$ cat src/rtl/bus_master_if_pkg.sv
// Shared bus header: bus widths, active-low signal levels, read/write encoding
// and the master-port FSM state encoding.
package bus_master_if_pkg;

    localparam int BUS_ADDR_W = 30;
    localparam int BUS_DATA_W = 32;

    localparam logic READ     = 1'b1;
    localparam logic WRITE    = 1'b0;
    localparam logic ENABLE_  = 1'b0;
    localparam logic DISABLE_ = 1'b1;

    typedef enum logic [1:0] {
        IDLE   = 2'd0,
        REQ    = 2'd1,
        ACCESS = 2'd2,
        WAIT   = 2'd3
    } bus_state_e;

endpackage

$ cat src/rtl/bus_master_if.sv
// CPU-side bus master port: turns a one-cycle pipeline memory request into a
// request/grant/strobe/ready bus transaction and stalls the stage meanwhile.
module bus_master_if
    import bus_master_if_pkg::*;
#(
    parameter int ADDR_W = BUS_ADDR_W,
    parameter int DATA_W = BUS_DATA_W
) (
    input  logic              clk,
    input  logic              reset,
    input  logic [ADDR_W-1:0] cpuAddr,
    input  logic              cpuAs_,
    input  logic              cpuRW,
    input  logic [DATA_W-1:0] cpuWrData,
    input  logic              stall,
    input  logic              flush,
    output logic [DATA_W-1:0] cpuRdData,
    output logic              cpuBusy,
    output logic              busReq_,
    input  logic              busGrnt_,
    output logic [ADDR_W-1:0] busAddr,
    output logic              busAs_,
    output logic              busRW,
    output logic [DATA_W-1:0] busWrData,
    input  logic [DATA_W-1:0] busRdData,
    input  logic              busRdy_
);

    bus_state_e        state, state_nxt;
    logic [DATA_W-1:0] rd_buf, rd_buf_nxt;
    logic [ADDR_W-1:0] addr_nxt;
    logic [DATA_W-1:0] wr_data_nxt;
    logic              rw_nxt, req_nxt, as_nxt;

    // NOTE: every signal written here gets a default first, so no path through
    // the case statement can leave one unassigned and infer a latch.
    always_comb begin
        state_nxt   = state;
        rd_buf_nxt  = rd_buf;
        addr_nxt    = busAddr;
        wr_data_nxt = busWrData;
        rw_nxt      = busRW;
        req_nxt     = busReq_;
        as_nxt      = busAs_;
        cpuBusy     = 1'b0;
        cpuRdData   = rd_buf;

        case (state)
            IDLE: begin
                if (cpuAs_ == ENABLE_ && !flush) begin
                    addr_nxt    = cpuAddr;
                    rw_nxt      = cpuRW;
                    wr_data_nxt = cpuWrData;
                    req_nxt     = ENABLE_;
                    state_nxt   = REQ;
                    cpuBusy     = 1'b1;
                end
            end
            REQ: begin
                cpuBusy = 1'b1;
                // Flush wins over a same-cycle grant: nothing has reached the bus yet.
                if (flush) begin
                    req_nxt   = DISABLE_;
                    state_nxt = IDLE;
                end else if (busGrnt_ == ENABLE_) begin
                    as_nxt    = ENABLE_;
                    state_nxt = ACCESS;
                end
            end
            ACCESS: begin
                as_nxt = DISABLE_;
                if (busRdy_ == ENABLE_) begin
                    req_nxt   = DISABLE_;
                    cpuRdData = busRdData;
                    if (busRW == READ) begin
                        rd_buf_nxt = busRdData;
                    end
                    state_nxt = stall ? WAIT : IDLE;
                end else begin
                    cpuBusy = 1'b1;
                end
            end
            WAIT: begin
                if (!stall) begin
                    state_nxt = IDLE;
                end
            end
            default: state_nxt = IDLE;
        endcase
    end

    // NOTE: sequential state uses non-blocking assignments so every register
    // samples the pre-edge values regardless of statement order.
    always_ff @(posedge clk or posedge reset) begin
        if (reset) begin
            state     <= IDLE;
            busReq_   <= DISABLE_;
            busAs_    <= DISABLE_;
            busRW     <= READ;
            busAddr   <= '0;
            busWrData <= '0;
            rd_buf    <= '0;
        end else begin
            state     <= state_nxt;
            busReq_   <= req_nxt;
            busAs_    <= as_nxt;
            busRW     <= rw_nxt;
            busAddr   <= addr_nxt;
            busWrData <= wr_data_nxt;
            rd_buf    <= rd_buf_nxt;
        end
    end

endmodule
$ cat config.mk
export PLATFORM = sky130hd
export DESIGN_NAME = bus_master_if
export DESIGN_NICKNAME = d
export VERILOG_FILES = /design/src/rtl/bus_master_if_pkg.sv /design/src/rtl/bus_master_if.sv
export SDC_FILE = /design/constraint.sdc
export NUM_CORES = 1
export LEC_CHECK = 0
export CORE_ASPECT_RATIO = 1.1
export CORE_MARGIN = 1
export CORE_UTILIZATION = 45
export DETAILED_ROUTE_END_ITERATION = 10
export GPL_ROUTABILITY_DRIVEN = 0
export PLACE_DENSITY = 0.86
export SYNTH_ARGS = -nofsm -noshare
export SYNTH_HDL_FRONTEND = slang
export SYNTH_SLANG_ARGS = --single-unit
$ cat constraint.sdc
create_clock -name clk -period 5 [get_ports clk]
set_input_delay 0.75 -clock clk [delete_from_list [all_inputs] [get_ports clk]]
set_output_delay 0.75 -clock clk [all_outputs]
set_load 0.05 [all_outputs]
==> results of run 1 <==
## logic make-up after synthesis
family	share of synthesized area [%]
mux	36.2
flops	56.6
buf+inv	2.85
simple gates	1.94
fa+ha+maj	2.00
compound gates	0.456
## Yosys cell counts
cell type and instances:
dfstp_2 3, and2b_1 1, nand2b_1 1, dfrtp_1 96, buf_6 3, mux2_4 30, nand4b_1 1, buf_4 10
nand2_4 1, ha_1 7, nand3b_1 1, nand4_1 1, nor2_1 3, nor3b_1 2, buf_2 1, nand2_1 3
o21ai_0 1, mux2i_1 2, inv_1 3, a21oi_1 3, mux2_2 99
## metal layers
metal | track usage, % | share of wire, % | vias to the layer above
li1 | - | - | 1358
met5 | 0 | 0 | -
met2 | 36.4 | 54 | 112
met4 | 6.93 | 1.5 | 0
met3 | 4.33 | 7.5 | 12
met1 | 23.6 | 37 | 1496
## through the flow
step	instances	utilization [%]	worst slack [ps]	hold slack (ps)
3_5_place_dp	577	68.5	1340	491
3_3_place_gp	577	68.5	1350	484
5_1_grt	592	70.5	1140	526
6_report	592	70.5	1310	506
2_1_floorplan	272	-	1660	475
4_1_cts	592	70.5	1280	510
## worst min-delay path, cell delays in order, from the launching register on
cell and delay, ps:
dfstp_2 390, nor2_1 80, a21oi_1 50
## path summary, 6_finish.rpt
kind | endpoint | slack, ps | depth (start not counted)
hold / removal | busAs_ | 510 | 2
setup / recovery | cpuRdData[25] | 1310 | 6
min in group asynchronous | busWrData[30] | 870 | 2
hold reg to reg | busAs_ | 510 | 2
max in group asynchronous | busWrData[9] | 3120 | 3
setup reg to reg | rd_buf[5] | 2530 | 6
## flip-flops by register name (all words and copies together) (netlist names)
register / cells
busAddr: 30
busReq_: 1
busRW: 1
busWrData: 32
busAs_: 1
state: 2
rd_buf: 32
## layout make-up
class / count / share of cell area (%)
clock buffer: 11 / 1.98
clock inverter: 4 / 0.794
inverter: 3 / 0.208
multi-input combinational: 156 / 26.9
sequential: 99 / 37.5
tap: 117 / 2.21
timing repair buffer: 202 / 30.4
## power by group through the flow
stage / combinational, W / sequential, W / clock (W)
3_3_place_gp: 0.00304 / 0.00139 / 0
2_1_floorplan: 0.00116 / 0.00232 / 0
4_1_cts: 0.00308 / 0.00140 / 0.000510
6_report: 0.00306 / 0.00140 / 0.000492
3_5_place_dp: 0.00307 / 0.00141 / 0
5_1_grt: 0.00318 / 0.00145 / 0.000545
==> summary by stage, run 1 <==
Detailed routing
The number of nets with antenna violations after routing is 0. After detailed routing, the number of vias per cell comes to 5.03. The number of vias in the routed layout is 2,978. The total routed wirelength is 9900 µm. The detailed router finished its first iteration with 61 violations.

For this run, design rule violations remaining after detail routing come to 0. The first-pass iteration count of the detailed router is 4. In the final routed layout, each cell accounts on average for 16.7 µm.

Power and ir drop
Net switching is 46.8% of the power. IR analysis of the VDD net gives a maximum drop of 0.428 mV. In this run the power density over the cells is 747 mW/mm². The internal power of the cells is 0.00263 W. For this design the static power due to leakage is 2.87 nW. The part of the total power dissipated in sequential elements is 28.2%.

Per report_power, the clock group accounts for 10.0% of the total. The analysis attributes to net switching a power of 0.00231 W. The fraction of power consumed by combinational cells is 61.8%. The completed layout was analyzed and its total power is 0.00494 W.

Setup path
The worst register-to-register path begins at state[0]. The data arrival time of the critical path is 2940 ps. In this design, the largest share of critical-path delay is due to buffers and inverters. The biggest cell delay along the critical path is 720 ps. Tracing the worst setup path back leads to its startpoint at state[0]. The type of element capturing the critical path is an output pin. STA puts the critical path data required time at 4250 ps. The critical path in this run is classified as flip-flop to output pin.

The worst setup path is launched from a flip-flop. In this run the worst path has a maximum fanout of 33. The slowest cell on the critical path is clkdlybuf4s50_1. Traced cell by cell, the critical path runs through inv_1 > ha_1 > and2b_1 > buf_4 > mux2_2 > clkdlybuf4s50_1. The buffers plus inverters on the worst setup path is 3.

STA
The summed negative setup slack over all endpoints is 0 ps. The max-slew violation count is 0. The final count of negative-setup-slack endpoints is 0. Clock skew on the completed layout was measured at 12.1 ps. Dividing the final minimum period by the clock period gives 73.8%. Based on the critical path, the design can be clocked at up to 271 MHz. The worst slew slack as a fraction of its limit is 46.9%. The slew at the pin closest to its max-slew limit is 796 ps. Setup repair after global routing left no endpoint under its margin. The final critical-path required period is 3690 ps.

The final hold violation count came to 0.

Min path
The min-delay analysis places its worst path in the category flip-flop to flip-flop. In this run the most critical hold path is launched from busAs_.

Clock network
The H-tree generated during clock tree synthesis spans 3 levels. The buffer depth of the longest clock path is 2. The root buffer cell chosen for the clock tree is clkbuf_8. Counting every sink on the clock net gives 99. The CTS tree is built. In this run, CTS created clock tree buffers numbering 9.

The number of gates resized after CTS was 0. The clock insertion delay at the later pin of the skew report is 350 ps. After clock tree synthesis, the clock-pin slew on the worst setup and hold paths is 100 ps.

The number of buffers added for setup after CTS is 0. Buffers inserted to repair hold after CTS numbered 0.

Global routing
The first global-routing pass estimated 15,600 µm of wire. The via count of the first global-routing pass came to 3,207. Entering global routing, the biggest net connects 64 pins. The global routing usage summed across all routing layers is 20.4%. The number of antenna violations at the first check in global routing was 0. For this run the aggregate overflow at the end of global routing stands at 0.

Cells and area
The most common cell after layout, fill and taps aside is clkdlybuf4s50_1. The register area is 0.00248 mm². The share of final-layout standard cells stronger than drive strength 1 is 31.8%. The multi-input combinational cells in the finished layout cover a total of 0.00178 mm². The finished cells cover 0.00662 mm². The relative area change from synthesis to final layout is 51.1%. The number of antenna diodes in the final layout is 0. After the last flow step, the layout net total stands at 580. After filler insertion, the fill cell instance count of the layout stands at 691.

Leaving out fill and tap cells, the most frequent cells in the layout are clkdlybuf4s50_1, mux2_2, dfrtp_1.

Logic synthesis
Averaged over all synthesized cells, the footprint is 16.1 µm². In the synthesized netlist, the number of instances is 272. The fraction of the yosys area taken by sequential cells is 56.6%.

The number of unique standard cell types used by synthesis is 21. The biggest area contributor in the post-synthesis netlist is dfrtp_1. In the post-synthesis netlist, the biggest area contributors are dfrtp_1, mux2_2, mux2_4. Yosys printed 0 warnings. The flip-flop and latch count after synthesis is 99. The synthesized design devotes to its leading area cell type 54.8% of total area. Counting every net in the synthesized netlist gives 381. The synthesized netlist occupies a cell area of 0.00438 mm².

Floorplan
The area inside the core boundary is 0.00940 mm². From bottom edge to top edge, the die measures 106 µm. 200 I/O pins were placed. For this configuration, the core starts out at a cell density of 46.7%. Measured along the x axis, the die boundary spans 96.1 µm.

The number of rows in the core area is 37. The floorplan die area is 0.0101 mm².

Run status
The flow ran to the end, and the final reports show no timing, DRC or antenna violations.

Placed design
Summing all placed instances gives a cell area of 0.00644 mm². The count of input and output buffers is 199. The detailed-placement wirelength estimate is 7230 µm.

Run
The total of max-cap violations is 0.
Note: power is estimated with default switching activity, not from simulation.
==> inputs of run 2 (changes only) <==
- CORE_UTILIZATION: 45 -> 38
- PLACE_DENSITY: 0.86 -> 0.77
- clock period: 5 -> 3.2 ns (I/O delays scaled with it)
==> summary by stage, run 2 (same netlist as run 1, synthesis figures left out) <==
Floorplan
The horizontal die dimension is 104 µm (+8.6%). The vertical extent of the die came to 115 µm (+8.7%). The number of ports placed on the die boundary was 200 (unchanged).

The floorplan die area was 0.0120 mm² (+18%). The area inside the core boundary was 0.0111 mm² (+18%). The starting density of the core is 39.6% (-7.0 points). The number of rows in the core area is 40 (+8.1%).

Global routing
The global-route wire length before repair is 16,300 µm (+4.2%). The global routing usage summed across all routing layers is 17.5% (-2.9 points). The total congestion overflow is 0 (unchanged). The via count of the first global-routing pass is 3,189 (-0.56%). The number of antenna violations at the first check in global routing is 0 (unchanged). The maximum number of pins on one net before global-route repair is 62 (-3.1%).

Clock network
The post-CTS clock slew at the launch and capture registers of the worst setup and hold paths came to 60 ps (-40 ps). The H-tree level count was 3 (unchanged). The clock buffer count from CTS was 9 (unchanged). The clock tree root driver cell is clkbuf_16. TritonCTS built the clock tree.

The post-cts repair resize count came to 0 (unchanged). The clock insertion delay at the later pin of the skew report came to 330 ps (-20 ps). The number of buffers added for setup after CTS is 0 (unchanged).

The buffer depth of the longest clock path was 2 (unchanged). The number of clock sinks seen by CTS was 99 (unchanged). The number of hold buffers added after CTS is 0 (unchanged).

Placed design
The count of input and output buffers is 199 (unchanged). The placed cell area is 0.00682 mm² (+5.9%). The post-placement setup slack was 596 ps (-743 ps). The detailed-placement wirelength estimate is 7450 µm (+3.0%).

Setup path
The critical path class is flip-flop to output pin. The worst setup path is captured at an output pin. The worst setup path is launched from a flip-flop. The data arrival time of the critical path is 2370 ps (-570 ps).

The largest fanout on the critical path is 33 (unchanged). The endpoint required time on the critical path is 2720 ps (-1530 ps).

Detailed routing
The total routed wirelength came to 10,100 µm (+2.0%). The remaining design rule violation count is 0 (unchanged). The first-pass iteration count of the detailed router came to 4 (unchanged). The number of vias in the routed layout is 2,967 (-0.37%). The number of nets with antenna violations after routing is 0 (unchanged). The number of vias per cell after detailed routing came to 4.76 (-5.3%). The average wire per cell in the routed design is 16.2 µm (-3.0%). The number of design-rule violations left by the first detailed-router iteration was 97 (+59%).

Cells and area
In the layout the commonest cells are clkdlybuf4s50_1, mux2_2, dfrtp_1. The largest registers in the layout are busWrData x32, rd_buf x32, busAddr x30. The final core utilization came to 64.6% (-5.9 points). The share of final-layout standard cells stronger than drive strength 1 came to 39.3% (+7.5 points). The library cell used most frequently in the layout, excluding fill and tap cells, is clkdlybuf4s50_1.

The relative area change from synthesis to final layout is 63.0%. The number of nets in the layout is 580 (unchanged). The number of inserted diodes is 0 (unchanged).

The total non-filler cell area in the finished layout is 0.00714 mm² (+7.9%). The number of filler instances in the final layout is 843 (+22%).

STA
The slew at the pin closest to its max-slew limit is 688 ps (-108 ps). The worst setup slack after layout is 353 ps (-958 ps). The final count of negative-setup-slack endpoints was 0 (unchanged). The period utilization is 89.0%. Setup repair after global routing left no endpoint under its margin. The final hold violation count is 0 (unchanged). The max-slew violation count is 0 (unchanged). The achievable clock frequency is 351 MHz. The final critical-path required period is 2850 ps. The worst hold margin was 502 ps (-4.19 ps). The worst setup skew after layout came to 8.41 ps (-3.69 ps). The worst slew slack as a fraction of its limit was 54.1% (+7.2 points). The summed negative setup slack over all endpoints is 0 ps (unchanged).

Power and ir drop
The internal power of the cells is 0.00488 W (+85%). The leakage component of the power was 3.12 nW (+8.7%). The power per unit of standard cell area was 1210 mW/mm² (+62%). The net switching power figure is 0.00376 W (+62%). The clock share of power came to 13.4% (+3.4 points). The fraction of power spent switching nets came to 43.5% (-3.3 points).

The part of the total power dissipated in sequential elements is 25.3% (-2.9 points). The fraction of power consumed by combinational cells is 61.3% (-0.5 points). The peak ir drop on the vdd network is 0.611 mV (+43%).

Run
The total of max-cap violations came to 0 (unchanged).

Run status
The flow ran to the end, and the final reports show no timing, DRC or antenna violations.

Min path
The path class of the lowest-slack min-delay path is flip-flop to flip-flop.
-- run 2: cell count changes in the layout (fill, tap and decap cells not counted), moves of 2 or more --
cell / previous run / this run
buf_12: 0 / 34
clkbuf_1: 2 / 0
clkbuf_16: 0 / 9
clkbuf_8: 9 / 1
clkdlybuf4s50_1: 199 / 166
clkinv_2: 0 / 2
clkinvlp_4: 3 / 1
-- run 2: through the flow --
step,power [W],instances
2_1_floorplan,0.00544,272
3_3_place_gp,0.00745,607
3_5_place_dp,0.00753,607
4_1_cts,0.00872,623
5_1_grt,0.00899,623
6_report,0.00864,623
-- run 2: area by class of cell --
class / instances / area [µm²] / area share [%]
clock inverter: 6 / 86.3 / 1.21
inverter: 3 / 13.8 / 0.193
clock buffer: 10 / 239 / 3.35
sequential: 99 / 2480 / 34.7
multi-input combinational: 156 / 1780 / 25.0
timing repair buffer: 202 / 2360 / 33.0
tap: 147 / 184 / 2.57
-- run 2: critical path: stages, from the launching register on --
cell and delay (ps):
dfrtp_1 430, inv_1 140, ha_1 290, and2b_1 160, buf_4 390, mux2_2 430, buf_12 160
-- run 2: power groups by stage --
stage	clock network, W	logic [W]	registers (W)
finish	0.00116	0.00529	0.00219
global placement	0	0.00528	0.00218
CTS	0.00119	0.00534	0.00219
global route	0.00124	0.00547	0.00228
floorplan	0	0.00181	0.00363
detailed placement	0	0.00533	0.00220
-- run 2: final timing paths --
path,from,depth (start not counted),to,slack [ps]
max,state[0],6,cpuRdData[3],350
min,busAs_,2,busAs_,500
max reg2reg,state[0],6,rd_buf[17],750
min reg2reg,busAs_,2,busAs_,500
max in group asynchronous,reset,3,busAs_,1820
min in group asynchronous,reset,2,busAddr[29],610
-- run 2: routing by layer --
layer | global-route usage (%) | up-vias | share of wire, %
met5 | 0 | - | 0
met4 | 7.24 | 0 | 2.4
met3 | 3.76 | 17 | 5.7
met2 | 32.0 | 117 | 52
met1 | 19.8 | 1468 | 40
li1 | - | 1365 | -
